[src/rtl/mem_bus_arbiter.sv]
// -----------------------------------------------------------------------------
// mem_bus_arbiter
//
// Shares a single-ported data memory between the CPU MEM stage and a DMA
// engine. The CPU normally wins; a starvation counter guarantees the DMA one
// forced grant after STARVE_MAX consecutive waiting cycles. Accesses with
// address bit 30 set are peripheral space: the CPU's go elsewhere (never
// stalled), the DMA's are rejected with dma_err.
//
// Ports
//   clk, reset                 clock, asynchronous active-low reset
//   cpu_rd/wr/addr/wdata       CPU MEM-stage request
//   cpu_rdata, cpu_stall       CPU read data (combinational), stall request
//   dma_req/wr/addr/wdata      DMA request (dma_wr: 1=write, 0=read)
//   dma_ack, dma_err           accept / reject pulse, same cycle as request
//   dma_rdata, dma_rvalid      registered DMA read return, one cycle after ack
//   mem_rd/wr/addr/wdata       data memory command
//   mem_rdata                  data memory read data (same-cycle)
// -----------------------------------------------------------------------------
module mem_bus_arbiter #(
    parameter int STARVE_MAX = 4
) (
    input  logic        clk,
    input  logic        reset,
    input  logic        cpu_rd,
    input  logic        cpu_wr,
    input  logic [31:0] cpu_addr,
    input  logic [31:0] cpu_wdata,
    output logic [31:0] cpu_rdata,
    output logic        cpu_stall,
    input  logic        dma_req,
    input  logic        dma_wr,
    input  logic [31:0] dma_addr,
    input  logic [31:0] dma_wdata,
    output logic        dma_ack,
    output logic [31:0] dma_rdata,
    output logic        dma_rvalid,
    output logic        dma_err,
    output logic        mem_rd,
    output logic        mem_wr,
    output logic [31:0] mem_addr,
    output logic [31:0] mem_wdata,
    input  logic [31:0] mem_rdata
);

    localparam int               CNT_W   = $clog2(STARVE_MAX) + 1;
    localparam logic [CNT_W-1:0] CNT_MAX = CNT_W'(STARVE_MAX);

    logic [CNT_W-1:0] starve_cnt_r;
    logic [31:0]      dma_rdata_r;
    logic             dma_rvalid_r;

    logic cpu_mem_s;    // CPU wants the data memory this cycle
    logic dma_ok_s;     // DMA request to memory space
    logic dma_bad_s;    // DMA request to peripheral space (rejected)
    logic force_dma_s;  // DMA has waited long enough to pre-empt the CPU
    logic gnt_dma_s;
    logic gnt_cpu_s;

    // Saturating increment; the counter never passes CNT_MAX.
    function automatic logic [CNT_W-1:0] sat_inc(input logic [CNT_W-1:0] v);
        logic [CNT_W-1:0] r;
        if (v >= CNT_MAX) begin
            r = CNT_MAX;
        end else begin
            r = v + CNT_W'(1'b1);
        end
        return r;
    endfunction

    // Request qualification and grant decision; nothing is granted in reset.
    always_comb begin
        cpu_mem_s   = (cpu_rd | cpu_wr) & ~cpu_addr[30];
        dma_ok_s    = dma_req & ~dma_addr[30];
        dma_bad_s   = dma_req & dma_addr[30];
        force_dma_s = (starve_cnt_r == CNT_MAX);
        if (!reset) begin
            gnt_dma_s = 1'b0;
            gnt_cpu_s = 1'b0;
        end else if (force_dma_s && dma_ok_s) begin
            gnt_dma_s = 1'b1;
            gnt_cpu_s = 1'b0;
        end else if (cpu_mem_s) begin
            gnt_dma_s = 1'b0;
            gnt_cpu_s = 1'b1;
        end else if (dma_ok_s) begin
            gnt_dma_s = 1'b1;
            gnt_cpu_s = 1'b0;
        end else begin
            gnt_dma_s = 1'b0;
            gnt_cpu_s = 1'b0;
        end
    end

    // Memory command mux and same-cycle responses to both requesters.
    always_comb begin
        mem_rd    = 1'b0;
        mem_wr    = 1'b0;
        mem_addr  = 32'h0000_0000;
        mem_wdata = 32'h0000_0000;
        if (gnt_dma_s) begin
            mem_rd    = ~dma_wr;
            mem_wr    = dma_wr;
            mem_addr  = dma_addr;
            mem_wdata = dma_wdata;
        end else if (gnt_cpu_s) begin
            // A simultaneous rd+wr from the CPU is treated as a write only.
            mem_rd    = cpu_rd & ~cpu_wr;
            mem_wr    = cpu_wr;
            mem_addr  = cpu_addr;
            mem_wdata = cpu_wdata;
        end else begin
            mem_rd    = 1'b0;
            mem_wr    = 1'b0;
            mem_addr  = 32'h0000_0000;
            mem_wdata = 32'h0000_0000;
        end

        cpu_stall = gnt_dma_s & cpu_mem_s;
        if (gnt_cpu_s && cpu_rd && !cpu_wr) begin
            cpu_rdata = mem_rdata;
        end else begin
            cpu_rdata = 32'h0000_0000;
        end

        // Rejected DMA requests are still acknowledged so the engine moves on.
        dma_err = dma_bad_s & reset;
        dma_ack = gnt_dma_s | (dma_bad_s & reset);
    end

    // Starvation counter: counts only while a serviceable DMA request waits.
    always_ff @(posedge clk or negedge reset) begin
        if (!reset) begin
            starve_cnt_r <= '0;
        end else if (dma_ok_s && !gnt_dma_s) begin
            starve_cnt_r <= sat_inc(starve_cnt_r);
        end else begin
            starve_cnt_r <= '0;
        end
    end

    // DMA read return: capture data on a granted read, flag it for one cycle.
    always_ff @(posedge clk or negedge reset) begin
        if (!reset) begin
            dma_rdata_r  <= 32'h0000_0000;
            dma_rvalid_r <= 1'b0;
        end else if (gnt_dma_s && !dma_wr) begin
            dma_rdata_r  <= mem_rdata;
            dma_rvalid_r <= 1'b1;
        end else begin
            dma_rdata_r  <= dma_rdata_r;
            dma_rvalid_r <= 1'b0;
        end
    end

    assign dma_rdata  = dma_rdata_r;
    assign dma_rvalid = dma_rvalid_r;

endmodule

[config.mk]
export PLATFORM = sky130hd
export DESIGN_NAME = mem_bus_arbiter
export DESIGN_NICKNAME = d
export VERILOG_FILES = /design/src/rtl/mem_bus_arbiter.sv
export SDC_FILE = /design/constraint.sdc
export NUM_CORES = 1
export LEC_CHECK = 0
export ABC_AREA = 1
export CAP_MARGIN = 20
export CORE_AREA = 2 2 115 117
export CTS_CLUSTER_SIZE = 14
export DETAILED_ROUTE_END_ITERATION = 7
export DIE_AREA = 0 0 117 119
export PLACE_DENSITY = 0.68
export RECOVER_POWER = 25
export SLEW_MARGIN = 40
export SYNTH_ARGS = -nofsm -noshare
export SYNTH_HDL_FRONTEND = slang
export SYNTH_SLANG_ARGS = --single-unit
[constraint.sdc]
create_clock -name clk -period 2.7 [get_ports clk]
set_input_delay 0.54 -clock clk [delete_from_list [all_inputs] [get_ports clk]]
set_output_delay 0.54 -clock clk [all_outputs]
set_load 0.02 [all_outputs]
Yosys cells after proc, flatten, opt, wreduce, memory -nomap -nowiden

Index checks and enable logic that the tools add are counted.

$add $sub $neg: 1
Order comparisons: 1
Equality and inequality tests: 1
Muxes and demuxes: 19
Bitwise gates (word level): 12
Reductions and logical operators: 8

Operator list:

| cell                                                           | number |
|---|---|
| 32-bit two-way mux                                             | 5 |
| 1-bit two-way mux                                              | 12 |
| 1-bit AND                                                      | 6 |
| 3-bit two-way mux                                              | 2 |
| 1-bit logical AND                                              | 5 |
| 1-bit inverter                                                 | 4 |
| 3-bit by 1-bit adder with 3-bit output (second input constant) | 1 |
| 3-bit == test (second input constant)                          | 1 |
| 3-bit greater-or-equal comparator (second input constant)      | 1 |
| 1-bit zero test                                                | 3 |
| 1-bit OR                                                       | 2 |

Bits in registers: 36
Input port bits: 166
Output and inout bits: 134

Depth between registers and ports, before layout

Gate-level depths: netlist of run 1.

Depth after elaboration: 9
Gate-level depth with buffers: 8

Least setup slack after synthesis of run 1

No wires, ideal clock.

Kind: input-to-output
From: in cpu_rd
To: out cpu_rdata[22]
Data arrival time: 1.405 ns
Required time: 2.160 ns
Path slack: 0.755 ns
Cell stages on the path: 7
Path buffers: 1
Cells stage by stage: inv_1 nand2_4 nand2_2 nor2_4 nand3_2 buf_6 nor2_1

Longest elaborated chain between the ends: 8

Ends and longest elaborated chain:

| element                           | RTL line | source |
|---|---|---|
| from (decl)                       | 25       | `input logic cpu_rd,` |
| 1-bit OR                          | 73       | `cpu_mem_s = (cpu_rd \| cpu_wr) & ~cpu_addr[30];` |
| 1-bit AND                         | 73       |  |
| 1-bit two-way mux                 | 83       | `end else if (cpu_mem_s) begin` |
| 1-bit two-way mux                 | 80       | `end else if (force_dma_s && dma_ok_s) begin` |
| 1-bit two-way mux                 | 77       | `if (!reset) begin` |
| 1-bit logical AND * (2 in series) | 120      | `if (gnt_cpu_s && cpu_rd && !cpu_wr) begin` |
| 32-bit two-way mux *              | 120      |  |
| to (decl)                         | 29       | `output logic [31:0] cpu_rdata,` |

Every way passes the cells marked *; elsewhere a longest branch is shown, timed or not.

Worst setup path in the final report of run 1

From: in cpu_rd
To: out cpu_rdata[13]

Same word-level chain as after synthesis.

==> summary.txt, run 1 <==
Clock tree
  • Post-CTS Hold Buffers: 0
  • H-tree Lvls: 2
  • Clk_lat worst skew: 0.27 ns
  • Clk sink count: 36
  • Cts bufs inserted: 5
  • CTS Buffer Depth: 2
  • CTS tree: done
  • Root Driver: clkbuf_16
  • CTS clock-pin slew for the worst setup and hold paths: 0.05 ns

Global routing
  • Vias in the first global route: 4129
  • Global-route usage over all layers: 0.186
  • First-pass GRT wire length: 20900 um
  • Initial antenna violation count: 0
  • Pin count of the biggest net entering global routing: 40
  • Remaining Overflow, GRT: 0

Floorplan
  • Boundary Pins: 300
  • Rows: 42
  • Die Span Y: 119 um
  • Die area: 13900 um2
  • Initial Utilization: 0.237
  • Die W: 117 um
  • Core footprint: 12900 um2

Logic synthesis
  • Synth top area cells: dfrtp_1 30%, nand3_1 20%, nand2_1 16%
  • Cells after synthesis: 470
  • Top FF cell, synth: dfrtp_1
  • EDFF count, synth: 0
  • Syn_area_per_cell: 6.49 um2
  • Top cells by count, synth: 134 x nand2_1, 119 x nand3_1, 38 x inv_1, 38 x nor2_1, 36 x dfrtp_1
  • Yosys top cell by area: dfrtp_1
  • Mapped Nets: 638
  • Yosys top cell area share: 0.295
  • Synth Cell Area: 3050 um2
  • Ys async rst share: 1.00
  • Seq/Total Area, Yosys: 0.295
  • Unique masters post-synth: 24
  • Yosys reg bits: 36
  • Count leader, synth: nand2_1
  • Synth warn: 0

Pwr
  • Pint: 1.52 mW
  • P_leak: 3.21 nW
  • Switching Share: 0.347
  • Logic pwr share: 0.459
  • Power Total: 2.33 mW
  • Peak VDD IR: 0.000262 V
  • Pwr Density: 383 nW/um2
  • Sw power: 0.808 mW
  • Clock share of power: 0.239
  • Sequential power share: 0.302

Worst setup path
  • Critical path's slowest cell: clkdlybuf4s50_1
  • Slowest stage delay, CP: 0.47 ns
  • CP endpoint kind: primary output
  • Arrival @ worst endpoint: 2.12 ns
  • CP cell instances: clkdlybuf4s50_1, inv_1, nand2_4, nand2_2, nor2_4, nand3_2, buf_12, nor2_1, dlygate4sd2_1
  • CP delay by family, top: buffers and inverters
  • Kind of start point of the critical path: input port
  • Worst Path Required: 2.16 ns
  • Crit-path max FO: 33
  • Critical path class: in2out
  • CP bufs+invs: 4

Timing
  • Total Neg Setup Slack: 0 ns
  • Tightest Pin Transition: 1.90 ns
  • Max Slew Vio Count: 37
  • Final hold vios: 0
  • Min Tclk post-route: 2.66 ns
  • Setup violations, final: 0
  • Fmax achieved: 0.376 GHz
  • Tcrit/Tclk final: 0.985
  • Hold WS: 0.466 ns
  • Worst slew margin: -0.269
  • Setup Skew: 0.00644 ns
  • Setup WS post-layout: 0.0417 ns
  • Unrepaired setup endpoints after global routing: true

Run status
  • Status: complete, but fails checks
  • Violated checks: capacitance limit, slew limit

Place
  • HPWL after detailed placement: 10900 um
  • Pre-CTS setup slack: -0.324 ns
  • Buffers added on ports: 298
  • Inst Count DP: 927
  • Gp weighted congestion: 0.779
  • Area after DPL: 6230 um2

Finish
  • Final core occ: 0.473
  • Post-route cell area: 6090 um2
  • Post-Layout Cell Count: 939
  • Synth-to-layout area growth: 99.5%
  • Antenna diodes: 0
  • Fin nets: 930
  • Share of layout cells above drive strength 1: 0.176
  • # fillers: 1296

Route
  • # DRC: 0
  • Avg WL per Cell: 14.9 um
  • DR pass1 iterations: 4
  • Vias post-DR: 4310
  • 1st-iter DRT viols: 172
  • Vias per inst: 4.59
  • Final wirelength: 14000 um
  • Antenna Nets Post-Route: 0

Worst hold path
  • Worst Hold Class: reg2reg

Flow run
  • Max Cap Viol: 1
[sequential cells by signal, indices dropped and copies added, names as in the netlist]
| name | flops |
|---|---|
| dma_rdata | 32 |
| dma_rvalid | 1 |
| starve_cnt_r | 3 |
[worst reg2reg max path: cells and delay by family (launching register included)]
family | cells | cell delay, ns
buffers and inverters | 3 | 0.54
AND/OR/NAND/NOR | 5 | 0.52
adder cells (fa/ha/maj) | 1 | 0.22
flip-flops | 1 | 0.38
[layout make-up]
| type | instances | area [um2] | area share |
|---|---|---|---|
| clock inverters | 1 | 8.76 | 0.00144 |
| inverters | 43 | 161 | 0.0265 |
| clock buffers | 7 | 133 | 0.0218 |
| well taps | 176 | 220 | 0.0362 |
| multi-input cells | 347 | 1700 | 0.279 |
| flip-flops and latches | 36 | 901 | 0.148 |
| repair buffers | 329 | 2970 | 0.487 |
[logic make-up after synthesis]
family	Yosys count	synth area share
buffers and inverters	87	0.154
adders and majority gates	2	0.00820
and+or+nand+nor	343	0.539
other	1	0.00123
DFF	36	0.295
AOI/OAI and AO/OA	1	0.00246
[power by group through the flow]
stage,logic [mW],clock network (mW),registers [mW]
after detailed placement,1.13,0,0.713
after global placement,1.12,0,0.709
after CTS,1.09,0.580,0.707
after global routing,1.15,0.597,0.719
after floorplan,0.319,0,0.838
final,1.07,0.557,0.704
[routing by layer]
metal | track usage | vias up | routed length (um)
met4 | 0.0279 | 0 | 165
met3 | 0.0524 | 12 | 1360
met2 | 0.335 | 204 | 7040
li1 | - | 2110 | -
met1 | 0.221 | 1984 | 5450
met5 | 0 | - | 0
[cells in the final DEF, fill, tap and decap left out, types with 2 or more instances in the layout]
cell type / instances
buf_12: 7
buf_4: 22
clkbuf_1: 4
clkbuf_16: 6
clkbuf_2: 72
clkdlybuf4s15_1: 18
clkdlybuf4s50_1: 188
dfrtp_1: 36
dlygate4sd2_1: 2
dlygate4sd3_1: 10
dlymetal6s2s_1: 5
ha_1: 2
inv_1: 38
inv_2: 4
nand2_1: 134
nand2_2: 2
nand3_1: 118
nand3_2: 12
nand3_4: 2
nand4_1: 32
nor2_1: 38
nor2_4: 2
[path summary, 6_finish.rpt]
check,from,end,slack [ns],depth (start not counted)
worst max-delay path,cpu_rd,cpu_rdata[13],0.04,9
worst min-delay path,dma_rdata[19]$_DFFE_PN0P_,dma_rdata[19]$_DFFE_PN0P_,0.47,2
worst max register to register,starve_cnt_r[0]$_DFF_PN0_,dma_rdata[26]$_DFFE_PN0P_,0.93,9
worst min register to register,dma_rdata[19]$_DFFE_PN0P_,dma_rdata[19]$_DFFE_PN0P_,0.47,2
max in group asynchronous,reset,starve_cnt_r[2]$_DFF_PN0_,0.62,2
min in group asynchronous,reset,dma_rdata[7]$_DFFE_PN0P_,0.98,2
[what timing repair did]
action,CTS,global route
setup buffers,0,3
pin swaps,0,1
resized for setup,103,163
endpoints found under the setup margin,98,96
cloned,0,1
No activity file was read; power rests on OpenSTA's default activity.
==> run 2, diff against run 1 <==
Settings changed: CAP_MARGIN 20 to 25.
==> results of run 2 <==
No change in the layout: final DEF, timing and power equal those of run 1.
